===== config.mk =====
export PLATFORM = sky130hd
export DESIGN_NAME = mgt_01_mul_arbiter
export DESIGN_NICKNAME = d
export VERILOG_FILES = /design/src/rtl/mgt_01_mul_arbiter.sv
export SDC_FILE = /design/constraint.sdc
export NUM_CORES = 1
export LEC_CHECK = 0
export ABC_AREA = 1
export BUFFER_PORTS_ARGS = -buffer_cell sky130_fd_sc_hd__buf_2
export CAP_MARGIN = 0
export CORE_AREA = 2 2 142 144
export DETAILED_ROUTE_END_ITERATION = 8
export DIE_AREA = 0 0 144 146
export PLACE_DENSITY = 0.66
export SETUP_SLACK_MARGIN = 0.1
export SYNTH_ARGS = -nofsm -noshare
export SYNTH_HDL_FRONTEND = slang
export SYNTH_SLANG_ARGS = --single-unit

===== constraint.sdc =====
create_clock -name clk_i -period 3.34 [get_ports clk_i]
set_input_delay 0.668 -clock clk_i [delete_from_list [all_inputs] [get_ports clk_i]]
set_output_delay 0.668 -clock clk_i [all_outputs]
set_load 0.01 [all_outputs]

===== src/rtl/mgt_01_mul_arbiter.sv =====
// Round-robin arbiter that shares one iterative Booth multiplier between
// the integer M-unit (port 0, half product) and the FPU mantissa path
// (port 1, full product). A watchdog resets the multiplier if it never
// reports completion, and the pending request is answered with an error.

module mgt_01_mul_arbiter #(
   parameter int XLEN    = 32,
   parameter int TIMEOUT = 16
) (
   input  logic                clk_i,
   input  logic                rst_n_i,
   input  logic                req0_valid_i,
   output logic                req0_ready_o,
   input  logic [XLEN-1:0]     req0_a_i,
   input  logic [XLEN-1:0]     req0_b_i,
   input  logic                req0_hi_i,
   output logic                rsp0_valid_o,
   input  logic                rsp0_ready_i,
   output logic [XLEN-1:0]     rsp0_data_o,
   output logic                rsp0_err_o,
   input  logic                req1_valid_i,
   output logic                req1_ready_o,
   input  logic [XLEN-1:0]     req1_a_i,
   input  logic [XLEN-1:0]     req1_b_i,
   output logic                rsp1_valid_o,
   input  logic                rsp1_ready_i,
   output logic [2*XLEN-1:0]   rsp1_data_o,
   output logic                rsp1_err_o,
   output logic [XLEN-1:0]     mul_multiplier_o,
   output logic [XLEN-1:0]     mul_multiplicand_o,
   output logic                mul_clk_en_o,
   output logic                mul_rst_n_o,
   input  logic [2*XLEN-1:0]   mul_result_i,
   input  logic                mul_valid_i,
   output logic                busy_o
);

   localparam int CW = $clog2(TIMEOUT + 1);
   localparam logic [CW-1:0] WD_LAST = CW'(TIMEOUT - 1);

   typedef enum logic [2:0] {
      IDLE,
      ISSUE,
      WAIT,
      RESP,
      RECOVER
   } state_t;

   state_t              state;
   logic                ptr;
   logic                grant_id;
   logic                hi_q;
   logic                err_q;
   logic [XLEN-1:0]     a_q;
   logic [XLEN-1:0]     b_q;
   logic [2*XLEN-1:0]   result_q;
   logic [CW-1:0]       wd_cnt;
   logic                grant_valid;
   logic                grant_sel;
   logic                rsp_taken;

   // Pick a winner while idle: the pointer breaks ties, a lone requester always wins.
   always_comb begin
      grant_valid  = 1'b0;
      grant_sel    = 1'b0;
      req0_ready_o = 1'b0;
      req1_ready_o = 1'b0;
      if (state == IDLE && (req0_valid_i || req1_valid_i)) begin
         grant_valid  = 1'b1;
         grant_sel    = (req0_valid_i && req1_valid_i) ? ptr : req1_valid_i;
         req0_ready_o = ~grant_sel;
         req1_ready_o = grant_sel;
      end
   end

   // Shape the captured product for each port and qualify the error flags.
   always_comb begin
      rsp0_data_o = hi_q ? result_q[2*XLEN-1:XLEN] : result_q[XLEN-1:0];
      rsp1_data_o = result_q;
      rsp0_err_o  = err_q & rsp0_valid_o;
      rsp1_err_o  = err_q & rsp1_valid_o;
      rsp_taken   = grant_id ? rsp1_ready_i : rsp0_ready_i;
      busy_o      = (state != IDLE);
      mul_multiplier_o   = a_q;
      mul_multiplicand_o = b_q;
   end

   // Main sequencer: issue, wait for the multiplier or the watchdog, then respond.
   always_ff @(posedge clk_i or negedge rst_n_i) begin
      if (!rst_n_i) begin
         state        <= IDLE;
         ptr          <= 1'b0;
         grant_id     <= 1'b0;
         hi_q         <= 1'b0;
         err_q        <= 1'b0;
         a_q          <= '0;
         b_q          <= '0;
         result_q     <= '0;
         wd_cnt       <= '0;
         rsp0_valid_o <= 1'b0;
         rsp1_valid_o <= 1'b0;
         mul_clk_en_o <= 1'b0;
         mul_rst_n_o  <= 1'b1;
      end else begin
         case (state)
            IDLE: begin
               if (grant_valid) begin
                  grant_id     <= grant_sel;
                  a_q          <= grant_sel ? req1_a_i : req0_a_i;
                  b_q          <= grant_sel ? req1_b_i : req0_b_i;
                  hi_q         <= grant_sel ? 1'b0 : req0_hi_i;
                  mul_clk_en_o <= 1'b1;
                  state        <= ISSUE;
               end
            end
            ISSUE: begin
               wd_cnt <= '0;
               state  <= WAIT;
            end
            WAIT: begin
               if (mul_valid_i) begin
                  result_q     <= mul_result_i;
                  err_q        <= 1'b0;
                  mul_clk_en_o <= 1'b0;
                  rsp0_valid_o <= ~grant_id;
                  rsp1_valid_o <= grant_id;
                  state        <= RESP;
               end else if (wd_cnt == WD_LAST) begin
                  mul_clk_en_o <= 1'b0;
                  mul_rst_n_o  <= 1'b0;
                  state        <= RECOVER;
               end else begin
                  wd_cnt <= wd_cnt + CW'(1);
               end
            end
            RECOVER: begin
               mul_rst_n_o  <= 1'b1;
               result_q     <= '0;
               err_q        <= 1'b1;
               rsp0_valid_o <= ~grant_id;
               rsp1_valid_o <= grant_id;
               state        <= RESP;
            end
            RESP: begin
               if (rsp_taken) begin
                  rsp0_valid_o <= 1'b0;
                  rsp1_valid_o <= 1'b0;
                  ptr          <= ~grant_id;
                  state        <= IDLE;
               end
            end
            default: begin
               state <= IDLE;
            end
         endcase
      end
   end

endmodule


# After elaboration in Yosys (flattened, before gate mapping)
# Index checks and enable logic that the tools add are counted.
dict set report totals {
  ff_bits 144
  in_bits 200
  word_cells 79
}
dict set report classes {
  addsub 1
  n_eq_ne 12
  n_mux 32
  bitwise 4
  n_reduce_logical 17
}
# cell n
set ops {}
lappend ops {{case mux 64 bit (2 select lines)} 1}
lappend ops {{2-to-1 mux 32 bit} 3}
lappend ops {{2-to-1 mux 64 bit} 1}
lappend ops {{case mux 3 bit (5 select lines)} 1}
lappend ops {{AND reduction 3 bit} 5}
lappend ops {{2-to-1 mux 1 bit} 14}
lappend ops {{2-to-1 mux 3 bit} 4}
lappend ops {{!= test 2 bit (second input constant)} 6}
lappend ops {{2-to-1 mux 5 bit} 2}
lappend ops {{case mux 5 bit (2 select lines)} 1}
lappend ops {{equality test 3 x 2 -> 1 bit (second input constant)} 2}
lappend ops {{case mux 1 bit (2 select lines)} 3}
lappend ops {{case mux 1 bit (3 select lines)} 2}
lappend ops {{AND reduction 2 bit} 3}
lappend ops {{nonzero test 2 bit} 3}
lappend ops {{nonzero test 3 bit} 2}
lappend ops {{adder 5 x 1 -> 5 bit (second input constant)} 1}
lappend ops {{equality test 5 x 4 -> 1 bit (second input constant)} 1}
lappend ops {{equality test 3 x 1 -> 1 bit (second input constant)} 1}
lappend ops {{equality test 3 bit (second input constant)} 1}
lappend ops {{zero test 3 bit} 1}
lappend ops {{!= test 3 bit (second input constant)} 1}
lappend ops {{bitwise AND 1 bit} 2}
lappend ops {{logical AND 1 bit} 2}
lappend ops {{2 further kinds} 3}

# Logic depth before layout (Yosys ltp)
dict set report logic_depth {
  ltp_word 5
  depth_mapped 10
  mapped_depth_nobuf 10
}

# Worst setup path before layout
# Ideal clock, no wire load.
dict set report synth_timing {
  kind {input -> output}
  from {input port req1_valid_i}
  to {output port req1_ready_o}
  arrival_time_ns 1.288
  required_ns 2.672
  path_slack_ns 1.384
  path_stages 5
  path_cell_list {inv_1 a21oi_2 nand2_2 inv_2 buf_4}
}
dict set report synth_via {
  elab_chain_cells 3
  word_cells_on_any_way 5
}
# item line
set synth_lines {}
lappend synth_lines {{start: declaration} 21} ;# input logic req1_valid_i,
lappend synth_lines {{logical AND 1 bit or logical OR 1 bit (tied branches)} {70, 68}}
lappend synth_lines {{2-to-1 mux 1 bit or logical AND 1 bit (tied branches)} {70, 68}}
lappend synth_lines {{2-to-1 mux 1 bit (*)} 68} ;# if (state == IDLE && (req0_valid_i || req1_valid_i)) begin
lappend synth_lines {{end: declaration} 22} ;# output logic req1_ready_o,
# Mark *: on every way between the ends. The rest lies on a longest branch, timed or not.

# Worst setup path after layout
dict set report layout_timing {
  from {register hi_q}
  to {output port rsp0_data_o[1]}
}
dict set report layout_via {
  elab_chain_cells 1
}
# item line
set layout_lines {}
lappend layout_lines {{start: declaration} 52} ;# logic hi_q;
lappend layout_lines {{start signal: assignment} 111} ;# hi_q <= grant_sel ? 1'b0 : req0_hi_i;
lappend layout_lines {{2-to-1 mux 32 bit} 78} ;# rsp0_data_o = hi_q ? result_q[2*XLEN-1:XLEN] : result_q[XLEN-1:0];
lappend layout_lines {{end: declaration} 19} ;# output logic [XLEN-1:0] rsp0_data_o,
# No other way between the ends.

==> results.md <==
Status:
- The run finished with clean final reports.

Route:
- The starting DRC count in detailed routing is 250.
- The number of vias in the routed layout is 7162.
- In the final routed layout, each cell accounts on average for 14.01 µm.
- The number of remaining DRC errors is 0.
- The first detailed-routing pass ran for 5 iterations.
- The post-detailed-routing wire length is 21850 µm.
- The number of nets still failing antenna checks after routing is 0.
- The average via count per standard cell is 4.591.

Synth:
- The fraction of synthesis flops using an asynchronous set or reset pin is 100.0%.
- The cell count after synthesis is 938.
- The synthesized design contains 0 enable-type register cells.
- The count of unique library cells instantiated by Yosys is 20.
- The average instance area after synthesis is 7.462 µm².
- The number of nets in the synthesized netlist is 1140.
- The total of flip-flops plus latches after synthesis is 144.
- The most used flip-flop cell after synthesis is dfrtp_1.
- Of the synthesized area, sequential elements account for 51.50%.
- The Yosys warning count is 0.
- The post-synthesis instance area is 0.006999 mm².

Timing:
- Static timing analysis puts the maximum clock frequency at 387.0 MHz.
- Setup violations remaining at the end of the flow were counted as 0.
- The worst path in the final design needs a cycle of 2.584 ns, including I/O delays and setup.
- Of the available clock period, the critical path in the final layout requires 77.37%.
- Hold timing on the final database bottoms out at a slack of 0.1738 ns.
- Setup repair after global routing left no endpoint under its margin.
- In this run the tightest slew margin relative to its limit is 25.51%.
- The actual slew at the worst max-slew pin is 1.116 ns.
- The final-layout setup total negative slack is 0 ns.
- The hold violation count in the final report is 0.
- The worst setup skew after layout is 0.01574 ns.
- The max-slew violation count was 0.

Die:
- The top-level I/O count is 369.
- The horizontal extent of the die is 144 µm.
- The initialized floorplan defines 51 standard-cell rows.
- The floorplan die area is 0.02102 mm².
- The starting utilization of the core area is 36.20%.
- From bottom edge to top edge, the die measures 146 µm.
- The core box area is 0.01933 mm².

Clock network:
- The number of instances resized during post-cts repair is 0.
- The clock latency on the worst-skew pair is 0.42 ns.
- The CTS clock-pin slew for the worst setup and hold paths is 0.06 ns.
- TritonCTS built the clock tree.
- The maximum buffer depth of the clock tree is 2.
- The post-CTS setup repair buffer count is 0.
- The maximum level of the CTS H-tree is 4.
- For this design, the sink count on the clock tree is 144.
- The cts-stage hold buffer count is 0.
- The library cell used as clock root buffer is clkbuf_16.
- The number of buffers created by CTS is 17.

Pwr:
- The worst-case vdd ir drop is 0.0003499 V.
- Summed over all cells, the static leakage comes to 5.734 nW.
- The power density relative to cell area is 921.0 mW/mm².

Global routing:
- Entering global routing, the biggest net connects 69 pins.
- The first global-routing pass estimated 34250 µm of wire.
- The via count of the first global-routing pass is 6858.
- Global routing consumed, over all layers together, 20.58% of the routing resources.
- Global routing finished with a remaining overflow of 0.
- The initial antenna violation count is 1.

Critical path:
- The peak fanout along the critical path is 65.
- STA classifies the critical path endpoint as an output pin.
- For the worst setup path, the data required time is 2.67 ns.
- The sort of element at the start of the critical path is a flop.
- The worst setup path is of the reg2out kind.
- The endpoint arrival time on the critical path is 1.92 ns.

Placed design:
- The last weighted congestion value of the routability-driven placer is 0.8163.
- Detailed placement ended at an HPWL of 15910 µm.
- Port buffering added 368 buffers.

Job:
- The count of max-cap constraint violations is 0.

Finish:
- Of the cells placed in the final design, the portion with a size suffix greater than 1 is 32.46%.
- The multi-input combinational cells in the finished layout cover a total of 0.002615 mm².
- The filler cell count in the final layout is 1950.
- The area growth from synthesis to layout is 37.79%.
- Registers take 0.003606 mm².
- At the end of the flow, the number of nets in the layout was 1484.

Hold path:
- The path class of the tightest hold or removal check is in2async.
logic make-up (layout without fill, tap and decap cells):
group,after synthesis,count (layout),synth area share [%]
AOI/OAI and AO/OA,73,73,5.273
adders and majority gates,2,2,0.3575
buffers and inverters,193,549,11.24
DFF,144,144,51.50
muxes,1,1,0.1430
other,0,1,0
and+or+nand+nor,525,525,31.48
stage by stage:
stage | setup slack (ns) | utilization (%) | instances | power (mW) | area (µm²)
2_1_floorplan | 1.384 | - | 938 | 5.272 | 6999
3_3_place_gp | 0.9023 | 46.64 | 1528 | 6.851 | 9017
3_5_place_dp | 0.8089 | 46.64 | 1528 | 6.931 | 9017
4_1_cts | 0.7299 | 49.87 | 1559 | 9.001 | 9642
5_1_grt | 0.6121 | 49.87 | 1559 | 9.583 | 9642
6_report | 0.7560 | 49.88 | 1560 | 8.883 | 9644
final timing paths:
kind / slack (ns) / to / depth (start not counted) / startpoint
worst max register to register: 1.17 / mul_multiplier_o[23]$_DFFE_PN0P_ / 7 / state[2]$_DFFE_PN0P_
worst min register to register: 0.48 / mul_multiplier_o[5]$_DFFE_PN0P_ / 2 / mul_multiplier_o[5]$_DFFE_PN0P_
max in group asynchronous: 2.39 / hi_q$_DFFE_PN0P_ / 2 / rst_n_i
min in group clk_i: 0.44 / mul_multiplicand_o[6]$_DFFE_PN0P_ / 3 / req1_b_i[6]
worst max-delay path: 0.76 / rsp0_data_o[1] / 3 / hi_q$_DFFE_PN0P_
worst min-delay path: 0.17 / mul_multiplicand_o[26]$_DFFE_PN0P_ / 1 / rst_n_i
cells in the mapped netlist (2+ instances only):
| master | number | share of area (%) |
|---|---|---|
| o21ai_0 | 71 | 5.1 |
| dfrtp_1 | 143 | 51 |
| buf_4 | 8 | 0.86 |
| nand2_2 | 2 | 0.18 |
| nand4_1 | 5 | 0.45 |
| clkbuf_1 | 25 | 1.3 |
| nor2_4 | 2 | 0.32 |
| inv_1 | 135 | 7.2 |
| ha_1 | 2 | 0.36 |
| nor2_1 | 14 | 0.75 |
| nand3_1 | 157 | 11 |
| nand2_1 | 344 | 18 |
| buf_2 | 20 | 1.4 |
| inv_2 | 4 | 0.21 |
final cells by class:
class / instances / area share, %
timing repair buffer: 379 / 20.15
clock inverter: 12 / 1.881
tap: 265 / 3.438
clock buffer: 19 / 4.593
inverter: 139 / 5.410
sequential: 144 / 37.39
multi-input combinational: 601 / 27.11
antenna: 1 / 0.02595
flip-flops by register name, indices dropped and copies added (netlist names):
name and cells:
mul_rst_n_o 1, hi_q 1, mul_clk_en_o 1, grant_id 1, err_q 1, rsp0_valid_o 1
state 3, wd_cnt 5, mul_multiplier_o 32, mul_multiplicand_o 32, ptr 1, rsp1_data_o 64
rsp1_valid_o 1
report_power, final:
part,switching [mW],leakage [nW],internal (mW)
Combinational,2.36,3.64,1.40
Clock,0.749,0.292,1.27
Sequential,0.566,1.80,2.54
worst max-delay path, cell delays in order (launching register included):
cell and delay [ns]:
dfrtp_2 0.98, nand2_1 0.21, o21ai_0 0.13, buf_2 0.16
layer usage:
metal	global-route usage, %	part of all wire [%]	vias to the layer above
met5	0	0	-
met3	5.627	7.6	39
met1	24.81	42	3251
li1	-	-	3587
met4	8.725	3.0	0
met2	34.43	47	285
layout by cell type (no fill, tap or decap), types with 2 or more instances in the layout:
master      instances
buf_2             367
buf_4              10
bufinv_16           4
clkbuf_16          17
clkinvlp_4          4
dfrtp_1           142
ha_1                2
inv_1             135
inv_2               4
inv_6               3
nand2_1           344
nand2_2             2
nand3_1           157
nand4_1             5
nor2_1             14
nor2_4              2
o21ai_0            71
Power figures use the tool's default switching activity.
